`src/rtl/mprj_wb_mailbox.sv`:
```
// mprj_wb_mailbox: Wishbone slave giving the mgmt CPU a word-wide
// mailbox into user logic. The CPU pushes a TX FIFO that user logic
// drains, and user logic fills an RX FIFO that the CPU drains.
// Ports:
//   wb_clk_i, wb_rst_i : clock, async active-high reset
//   wbs_*              : Wishbone slave (cyc/stb/we/sel/adr/dat/ack)
//   tx_data/valid/ready: TX FIFO head toward user logic
//   rx_data/valid/ready: RX FIFO push port from user logic
//   irq_o              : registered level interrupt
// Registers (byte offset): 0x0 TXDATA, 0x4 RXDATA,
//   0x8 STATUS, 0xC IRQEN.
module mprj_wb_mailbox #(
  parameter logic [31:0] BASE_ADR = 32'h3000_0000,
  parameter logic [31:0] ADR_MASK = 32'hFFFF_FFF0,
  parameter int          DEPTH    = 4
) (
  input  logic        wb_clk_i,
  input  logic        wb_rst_i,
  input  logic        wbs_cyc_i,
  input  logic        wbs_stb_i,
  input  logic        wbs_we_i,
  input  logic [3:0]  wbs_sel_i,
  input  logic [31:0] wbs_adr_i,
  input  logic [31:0] wbs_dat_i,
  output logic        wbs_ack_o,
  output logic [31:0] wbs_dat_o,
  output logic [31:0] tx_data,
  output logic        tx_valid,
  input  logic        tx_ready,
  input  logic [31:0] rx_data,
  input  logic        rx_valid,
  output logic        rx_ready,
  output logic        irq_o
);

  localparam int PW = $clog2(DEPTH);
  localparam int CW = PW + 1;

  localparam logic [CW-1:0] FULL_CNT = CW'(DEPTH);

  localparam logic [1:0] OFF_TX = 2'd0;
  localparam logic [1:0] OFF_RX = 2'd1;
  localparam logic [1:0] OFF_ST = 2'd2;
  localparam logic [1:0] OFF_IE = 2'd3;

  logic          ack_q;
  logic          ack_d;
  logic [31:0]   dat_q;
  logic [31:0]   dat_d;

  logic [PW-1:0] tx_wp_q;
  logic [PW-1:0] tx_wp_d;
  logic [PW-1:0] tx_rp_q;
  logic [PW-1:0] tx_rp_d;
  logic [CW-1:0] tx_cnt_q;
  logic [CW-1:0] tx_cnt_d;

  logic [PW-1:0] rx_wp_q;
  logic [PW-1:0] rx_wp_d;
  logic [PW-1:0] rx_rp_q;
  logic [PW-1:0] rx_rp_d;
  logic [CW-1:0] rx_cnt_q;
  logic [CW-1:0] rx_cnt_d;

  logic          tx_ovf_q;
  logic          tx_ovf_d;
  logic          rx_unf_q;
  logic          rx_unf_d;
  logic [1:0]    irqen_q;
  logic [1:0]    irqen_d;
  logic          irq_q;
  logic          irq_d;

  logic [31:0]   tx_mem_q [DEPTH];
  logic [31:0]   tx_mem_d [DEPTH];
  logic [31:0]   rx_mem_q [DEPTH];
  logic [31:0]   rx_mem_d [DEPTH];

  logic          hit;
  logic          req;
  logic          wr;
  logic          rd;
  logic [1:0]    off;

  logic          tx_full;
  logic          tx_empty;
  logic          rx_full;
  logic          rx_empty;

  logic          tx_push;
  logic          tx_pop;
  logic          tx_ovf_set;
  logic          rx_push;
  logic          rx_rd;
  logic          rx_pop;
  logic          rx_unf_set;
  logic          st_wr;
  logic          ie_wr;

  logic [3:0]    tx_cnt4;
  logic [3:0]    rx_cnt4;
  logic [31:0]   status;

  logic          unused_ok;

  assign unused_ok = ^wbs_sel_i[2:1];

  assign hit = (wbs_adr_i & ADR_MASK) == BASE_ADR;
  assign req = wbs_cyc_i & wbs_stb_i & hit & ~ack_q;
  assign off = wbs_adr_i[3:2];
  assign wr  = req & wbs_we_i;
  assign rd  = req & ~wbs_we_i;

  assign tx_full  = tx_cnt_q == FULL_CNT;
  assign tx_empty = tx_cnt_q == '0;
  assign rx_full  = rx_cnt_q == FULL_CNT;
  assign rx_empty = rx_cnt_q == '0;

  // Fullness is the pre-edge view: a same-cycle
  // user pop does not make room for a CPU push.
  assign tx_push    = wr & (off == OFF_TX) & ~tx_full;
  assign tx_ovf_set = wr & (off == OFF_TX) & tx_full;
  assign tx_pop     = ~tx_empty & tx_ready;

  // An RXDATA read on an empty FIFO underflows even
  // if user logic pushes in the same cycle.
  assign rx_push    = rx_valid & ~rx_full;
  assign rx_rd      = rd & (off == OFF_RX);
  assign rx_pop     = rx_rd & ~rx_empty;
  assign rx_unf_set = rx_rd & rx_empty;

  assign st_wr = wr & (off == OFF_ST) & wbs_sel_i[3];
  assign ie_wr = wr & (off == OFF_IE) & wbs_sel_i[0];

  assign tx_cnt4 = 4'(tx_cnt_q);
  assign rx_cnt4 = 4'(rx_cnt_q);

  always_comb begin
    status        = '0;
    status[0]     = tx_full;
    status[1]     = tx_empty;
    status[2]     = rx_full;
    status[3]     = rx_empty;
    status[11:8]  = tx_cnt4;
    status[19:16] = rx_cnt4;
    status[24]    = tx_ovf_q;
    status[25]    = rx_unf_q;
  end

  always_comb begin
    ack_d = req;
    dat_d = '0;
    if (rd) begin
      unique case (off)
        OFF_TX: dat_d = '0;
        OFF_RX: begin
          if (!rx_empty) begin
            dat_d = rx_mem_q[rx_rp_q];
          end
        end
        OFF_ST: dat_d = status;
        OFF_IE: dat_d = {30'd0, irqen_q};
        default: dat_d = '0;
      endcase
    end
  end

  always_comb begin
    tx_mem_d = tx_mem_q;
    tx_wp_d  = tx_wp_q;
    tx_rp_d  = tx_rp_q;
    if (tx_push) begin
      tx_mem_d[tx_wp_q] = wbs_dat_i;
      tx_wp_d = tx_wp_q + PW'(1);
    end
    if (tx_pop) begin
      tx_rp_d = tx_rp_q + PW'(1);
    end
    unique case ({tx_push, tx_pop})
      2'b10:   tx_cnt_d = tx_cnt_q + CW'(1);
      2'b01:   tx_cnt_d = tx_cnt_q - CW'(1);
      default: tx_cnt_d = tx_cnt_q;
    endcase
  end

  always_comb begin
    rx_mem_d = rx_mem_q;
    rx_wp_d  = rx_wp_q;
    rx_rp_d  = rx_rp_q;
    if (rx_push) begin
      rx_mem_d[rx_wp_q] = rx_data;
      rx_wp_d = rx_wp_q + PW'(1);
    end
    if (rx_pop) begin
      rx_rp_d = rx_rp_q + PW'(1);
    end
    unique case ({rx_push, rx_pop})
      2'b10:   rx_cnt_d = rx_cnt_q + CW'(1);
      2'b01:   rx_cnt_d = rx_cnt_q - CW'(1);
      default: rx_cnt_d = rx_cnt_q;
    endcase
  end

  // Clear first, then set, so a new event wins
  // over a same-cycle clear.
  always_comb begin
    tx_ovf_d = tx_ovf_q;
    rx_unf_d = rx_unf_q;
    if (st_wr && wbs_dat_i[24]) begin
      tx_ovf_d = 1'b0;
    end
    if (st_wr && wbs_dat_i[25]) begin
      rx_unf_d = 1'b0;
    end
    if (tx_ovf_set) begin
      tx_ovf_d = 1'b1;
    end
    if (rx_unf_set) begin
      rx_unf_d = 1'b1;
    end
  end

  always_comb begin
    irqen_d = irqen_q;
    if (ie_wr) begin
      irqen_d = wbs_dat_i[1:0];
    end
    irq_d = (irqen_q[0] & ~rx_empty)
          | (irqen_q[1] & tx_empty);
  end

  always_ff @(posedge wb_clk_i or posedge wb_rst_i) begin
    if (wb_rst_i) begin
      ack_q    <= 1'b0;
      dat_q    <= '0;
      tx_wp_q  <= '0;
      tx_rp_q  <= '0;
      tx_cnt_q <= '0;
      rx_wp_q  <= '0;
      rx_rp_q  <= '0;
      rx_cnt_q <= '0;
      tx_ovf_q <= 1'b0;
      rx_unf_q <= 1'b0;
      irqen_q  <= '0;
      irq_q    <= 1'b0;
    end else begin
      ack_q    <= ack_d;
      dat_q    <= dat_d;
      tx_wp_q  <= tx_wp_d;
      tx_rp_q  <= tx_rp_d;
      tx_cnt_q <= tx_cnt_d;
      rx_wp_q  <= rx_wp_d;
      rx_rp_q  <= rx_rp_d;
      rx_cnt_q <= rx_cnt_d;
      tx_ovf_q <= tx_ovf_d;
      rx_unf_q <= rx_unf_d;
      irqen_q  <= irqen_d;
      irq_q    <= irq_d;
    end
  end

  // Storage needs no reset; occupancy lives in
  // the counters and pointers.
  always_ff @(posedge wb_clk_i) begin
    tx_mem_q <= tx_mem_d;
    rx_mem_q <= rx_mem_d;
  end

  assign wbs_ack_o = ack_q;
  assign wbs_dat_o = dat_q;
  assign tx_data   = tx_mem_q[tx_rp_q];
  assign tx_valid  = ~tx_empty;
  assign rx_ready  = ~rx_full;
  assign irq_o     = irq_q;

endmodule
```
`config.mk`:
```
export PLATFORM = sky130hd
export DESIGN_NAME = mprj_wb_mailbox
export DESIGN_NICKNAME = d
export VERILOG_FILES = /design/src/rtl/mprj_wb_mailbox.sv
export SDC_FILE = /design/constraint.sdc
export NUM_CORES = 1
export LEC_CHECK = 0
export CORE_ASPECT_RATIO = 0.8
export CORE_MARGIN = 1.5
export CORE_UTILIZATION = 49
export DETAILED_ROUTE_END_ITERATION = 10
export GPL_ROUTABILITY_DRIVEN = 1
export PLACE_DENSITY = 0.76
export RECOVER_POWER = 25
export SETUP_SLACK_MARGIN = 0.02
export SYNTH_ARGS = -nofsm -noshare
export SYNTH_HDL_FRONTEND = slang
export SYNTH_SLANG_ARGS = --single-unit
```
`constraint.sdc`:
```
create_clock -name wb_clk_i -period 2.25 [get_ports wb_clk_i]
set_clock_uncertainty 0.05 [all_clocks]
set_input_delay 0.3375 -clock wb_clk_i [delete_from_list [all_inputs] [get_ports wb_clk_i]]
set_output_delay 0.3375 -clock wb_clk_i [all_outputs]
set_load 0.005 [all_outputs]
```
==> results of run 1 <==
-- critical path, stage by stage, from the launching register on --
cell,delay (ns)
dfrtp_2,0.40
buf_6,0.13
buf_6,0.12
buf_12,0.12
mux4_2,0.51
buf_2,0.15
-- sequential cells by signal (all words and copies together), names as in the netlist --
register and flops:
irq_o 1, tx_ovf_q 1, rx_wp_q 2, wbs_dat_o 32
rx_cnt_q 3, wbs_ack_o 1, tx_wp_q 2, rx_unf_q 1
irqen_q 2, tx_mem_q 128, tx_cnt_q 3, tx_rp_q 2
rx_mem_q 128, rx_rp_q 2
-- cell type report --
class | count | area share [%]
Timing Repair Buffer | 235 | 15.68
Tap cell | 312 | 2.524
Clock inverter | 16 | 1.133
Inverter | 13 | 0.3317
Multi-Input combinational cell | 194 | 16.90
Antenna cell | 3 | 0.04854
Sequential cell | 308 | 58.14
Clock buffer | 38 | 5.250
-- final timing paths --
check / depth (start not counted) / endpoint / start
max in group asynchronous: 3 / wbs_ack_o / wb_rst_i
min: 2 / wbs_dat_o[6] / wb_rst_i
max reg2reg: 7 / rx_cnt_q[1] / wbs_ack_o
min in group wb_clk_i: 1 / rx_mem_q[23] / rx_data[23]
min reg2reg: 2 / irq_o / irqen_q[0]
max: 5 / tx_data[23] / tx_rp_q[0]
-- timing repair --
item	in CTS	in global routing
gates resized for setup	146	12
pin swaps	7	3
setup buffers	13	1
hold buffers	0	0
endpoints found under the setup margin	36	37
hold endpoints to repair	0	0
gates cloned	3	0
-- per-layer routing --
layer	track usage, %	vias up	wire [um]
met5	0	-	0
met2	35.20	224	12490
met4	4.993	0	476
met3	3.937	37	1549
met1	25.86	3058	9538
li1	-	2655	-
-- power groups by stage --
stage	Clock, mW	Combinational [mW]	Sequential [mW]
after global routing	5.30	3.75	7.00
final	4.95	3.48	6.96
after CTS	5.05	3.41	6.96
after detailed placement	0	3.19	7.10
after global placement	0	3.11	7.05
after floorplan	0	1.54	7.05
-- metrics by stage --
| stage | power, mW | area, sq um | setup slack (ns) | setup TNS [ns] |
|---|---|---|---|---|
| after floorplan | 8.591 | 11750 | -0.2113 | -0.2530 |
| after global placement | 10.16 | 14320 | -0.5321 | -58.22 |
| after detailed placement | 10.28 | 14320 | -0.5439 | -57.56 |
| after CTS | 15.43 | 15380 | -0.1333 | -1.933 |
| after global routing | 16.05 | 15460 | -0.1741 | -3.479 |
| final | 15.40 | 15470 | -0.1069 | -1.593 |
-- synth_stat cells (all sizes together) (2+ instances only) --
cell type,instances
clkbuf,11
and3,4
or3,3
mux4,64
nand3,3
and2,5
o21ai,3
a22oi,11
xor2,5
mux2,5
xnor2,7
or3b,2
nor2b,21
dfrtp,52
ha,10
inv,13
nor3,3
a2bb2oi,2
edfxtp,256
fa,2
nor4,8
nand2,8
nor2,17
nor4b,2
buf,11
nand4,2
-- kinds of logic (layout without fill, tap and decap cells) --
| kind of cell | count (synthesis) | after routing | share of synthesized area, % |
|---|---|---|---|
| AOI/OAI and AO/OA | 18 | 18 | 1.124 |
| xor gates and xnor gates | 12 | 12 | 0.9634 |
| adders and majority gates | 12 | 12 | 1.413 |
| buffers and inverters | 35 | 302 | 1.349 |
| DFF | 308 | 308 | 76.90 |
| muxes | 70 | 70 | 12.90 |
| other | 0 | 3 | 0 |
| and+or+nand+nor | 82 | 82 | 5.352 |
==> flow_metrics.tcl, run 1 <==
set metrics [dict create \
    status "finished with violations" \
    violations "negative setup slack" \
    clkSinkCount 308 \
    grt_max_degree 38 \
    grt_pass1_wl_um 37270 \
    cts_htree_levels 1 \
    multiInputGateArea_sq_mm 0.002614 \
    path_max_fanout 5 \
    final_cells 1119 \
    io_pins 175 \
    ys_types 41 \
    fin_crit_sh_pct 104.8 \
    grt_pass1_vias 6503 \
    vias 5974 \
    timing.hold.ws_ns 0.3131 \
    synth_seq_area_share_pct 76.90 \
    via_per_inst 5.339 \
    fin_crit_ns 2.357 \
    final_cell_mix "edfxtp_1 (256), clkdlybuf4s50_1 (96), mux4_2 (64)" \
    final_common_cell "edfxtp_1" \
    post-dp-hpwl_um 15450 \
    arrival_ns 1.97 \
    leakage_nw 5.434 \
    combPwrFrac_pct 22.6 \
    swShare_pct 23.62 \
    antenna_found_initial 3 \
    finalHoldViolCount 0 \
    cp.required_ns 1.86 \
    gr-total-overflow 0 \
    rows 50 \
    die-area_sq_mm 0.02480 \
    clk-insertion-delay-late_ns 0.54 \
    crit_type "flop to primary output" \
    numCtsBuffers 30 \
    peakVddDrop_v 0.0006514 \
    synth_edf_count 256 \
    syn_nets 656 \
    cts_tree "yes" \
    synthCells 537 \
    start_util_pct 49.96 \
    cts_max_path_buffers 3 \
    yosysWarnings 0 \
    rsz0062_at_grt "true" \
    drive_gt1_share_pct 31.84 \
    dieWidth_um 175.7 \
    grtUsageTotal_pct 20.05 \
    nNetsFinal 901 \
    core_sq_mm 0.02340 \
    wl_per_cell_um 21.50 \
    ys_seq_elements 308 \
    path_clk_slew_ns 0.06 \
    fmax_mhz 424.3 \
    ys_top_cells_by_area "edfxtp_1 (66%), mux4_2 (12%), dfrtp_1 (11%)" \
    cap_violations 0 \
    ant_nets 0 \
    clock_power_share_pct 32.2 \
    layout_setup_ws_ns -0.1069 \
    drt_iter0_drc 536 \
    syn_area_sq_mm 0.01169 \
    synth_top_area_share_pct 65.77 \
    p_int_mw 11.76 \
    first_pass_iters 4 \
    synth_flop_cell "edfxtp_1" \
    maxSlewHeadroom_pct 50.13 \
    drc_errors 0 \
    die_h_um 141.1 \
    cp-start-kind "flop" \
    routed_wl_um 24060 \
    ctsRootBufferMaster "clkbuf_16" \
    syn_area_per_cell_sq_um 21.77 \
    seq_power_share_pct 45.2 \
    p_per_area_mw_per_mm2 995.5 \
    p_sw_mw 3.638 \
    syn_to_final_growth_pct 32.33 \
    seq_area_sq_mm 0.008992 \
    hold_path.class "input pin to async pin" \
    end_kind "primary output" \
    port_buffers 170 \
    drv_slew 0 \
    worst_pin_slew_ns 0.7472 \
    final_core_util_pct 66.11 \
    async_reset_ff_share_pct 16.88 \
    finalSetupViolCount 26 \
    place_inst 1047 \
    r2r_slack_ns 0.02 \
    synth_top_area_cell "edfxtp_1" \
    place_congestion 0.8305 \
    num-fill-cells 1544 \
]
No activity file was read; power rests on OpenSTA's default activity.
==> inputs of run 2 (changes only) <==
Clock period 2.25 ns to 2.1 ns, I/O delays scaled along.
==> run 2 against run 1 <==
  * The flow still finishes with violations (negative setup slack)
  * Combinational power rose by 2%
  * Via count grew 2.5%
  * Design area up 1.7%
  * Hold slack improved by 0.048 ns
  * Global-route usage increased by 1.1 points
  * Routed wire length is 5.4% higher
  * Clock power is 6.7% higher
  * First-iteration DRC count decreased by 16%
  * Final cell count increased by 2.0%
  * Largest cell class unchanged
==> flow_metrics.tcl, run 2 (synthesis gave the netlist of run 1 again) <==
set metrics [dict create \
    layout_setup_ws_ns -0.2187 \
    violations "negative setup slack" \
    finalHoldViolCount 0 \
    place_ws_ns -0.7728 \
    grtUsageTotal_pct 21.10 \
    cap_violations 0 \
    worst_pin_slew_ns 1.412 \
    place_congestion 0.8479 \
    p_per_area_mw_per_mm2 1036 \
    io_pins 175 \
    cts_hold_buf 0 \
    clkSinkCount 308 \
    timing.hold.ws_ns 0.3608 \
    peakVddDrop_v 0.0006764 \
    die-area_sq_mm 0.02480 \
    nNetsFinal 922 \
    crit_type "flop to flop" \
    finalSetupViolCount 165 \
    hold_path.class "input pin to flop" \
    rsz0062_at_grt "true" \
    clk-insertion-delay-late_ns 0.54 \
    rows 50 \
    wl_per_cell_um 22.23 \
    p_total_mw 16.29 \
    final_cell_mix "edfxtp_1 (256), clkdlybuf4s50_1 (113), mux4_2 (64)" \
    drive_gt1_share_pct 34.62 \
    dieWidth_um 175.7 \
    numCtsBuffers 29 \
    cts_max_path_buffers 3 \
    maxSlewHeadroom_pct 5.842 \
    grt_pass1_vias 6732 \
    ctsRootBufferMaster "clkbuf_16" \
    drt_iter0_drc 452 \
    grt_pass1_wl_um 38910 \
    drc_errors 0 \
    cts_tree "yes" \
    path_clk_slew_ns 0.06 \
    drv_slew 0 \
    routed_wl_um 25360 \
    ant_nets 0 \
    arrival_ns 2.69 \
    antenna_found_initial 3 \
    end_kind "flop" \
    gr-total-overflow 0 \
    post-dp-hpwl_um 15780 \
    grt_max_degree 53 \
    cp.required_ns 2.47 \
    cts_htree_levels 1 \
    fin_crit_ns 2.319 \
    path_max_fanout 2 \
    final_common_cell "edfxtp_1" \
    fmax_mhz 431.3 \
    vias 6125 \
    start_util_pct 49.96 \
    final_core_util_pct 67.20 \
    port_buffers 170 \
    die_h_um 141.1 \
    core_sq_mm 0.02340 \
    fin_crit_sh_pct 110.4 \
    cp-start-kind "flop" \
    first_pass_iters 4 \
    via_per_inst 5.368 \
    status "finished with violations" \
    syn_to_final_growth_pct 34.52 \
    leakage_nw 5.540 \
]
run 2: cell type report:
type | count | area [sq um]
Multi-Input combinational cell | 194 | 2625
Inverter | 13 | 51.30
Clock buffer | 33 | 750.7
Clock inverter | 21 | 222.7
Tap cell | 312 | 390.4
Antenna cell | 3 | 7.507
Fill cell | 1511 | 7674
Timing Repair Buffer | 257 | 2684
Sequential cell | 308 | 8992
run 2: worst max-delay path, stage by stage, from the launching register on:
cell and delay [ns]:
dfrtp_2 0.44, nor4_4 0.20, nand4_4 0.16, or3b_4 0.45
inv_4 0.07, ha_4 0.12, fa_1 0.42, mux2_2 0.28
run 2: what timing repair did:
item / in CTS / in global routing
pin swaps: 5 / 3
gates cloned: 8 / 1
buffers inserted: 24 / 6
resized for setup: 168 / 18
endpoints found under the hold margin: 0 / 0
setup endpoints to repair: 167 / 168
run 2: power by group:
group	internal, mW	switching, mW	total, mW
Clock	3.07	2.20	5.28
Combinational	1.95	1.59	3.55
Sequential	7.28	0.193	7.47
Total	12.3	3.99	16.3
run 2: layer usage:
metal | share of wire, % | up-vias | GRT usage [%]
met5 | 0 | - | 0
met4 | 2.1 | 0 | 5.893
met3 | 6.9 | 51 | 4.720
met2 | 52 | 209 | 36.90
met1 | 39 | 3158 | 26.65
li1 | - | 2707 | -
run 2: final timing paths:
path / cells after the start / startpoint / slack, ns / end
min in group asynchronous: 3 / wb_rst_i / 0.64 / wbs_dat_o[11]
worst max-delay path: 7 / wbs_ack_o / -0.22 / rx_cnt_q[1]
max in group asynchronous: 3 / wb_rst_i / 0.40 / wbs_ack_o
worst min register to register: 2 / irqen_q[0] / 0.48 / irq_o
worst max register to register: 7 / wbs_ack_o / -0.22 / rx_cnt_q[1]
worst min-delay path: 1 / rx_data[15] / 0.36 / rx_mem_q[79]
run 2: metrics by stage:
stage | cell area [sq um] | instances | TNS (ns)
CTS | 15780 | 1141 | -19.52
global route | 15720 | 1139 | -33.05
finish | 15720 | 1141 | -17.66
floorplan | 11750 | 537 | -0.7394
detailed placement | 14460 | 1059 | -97.43
global placement | 14460 | 1059 | -94.15
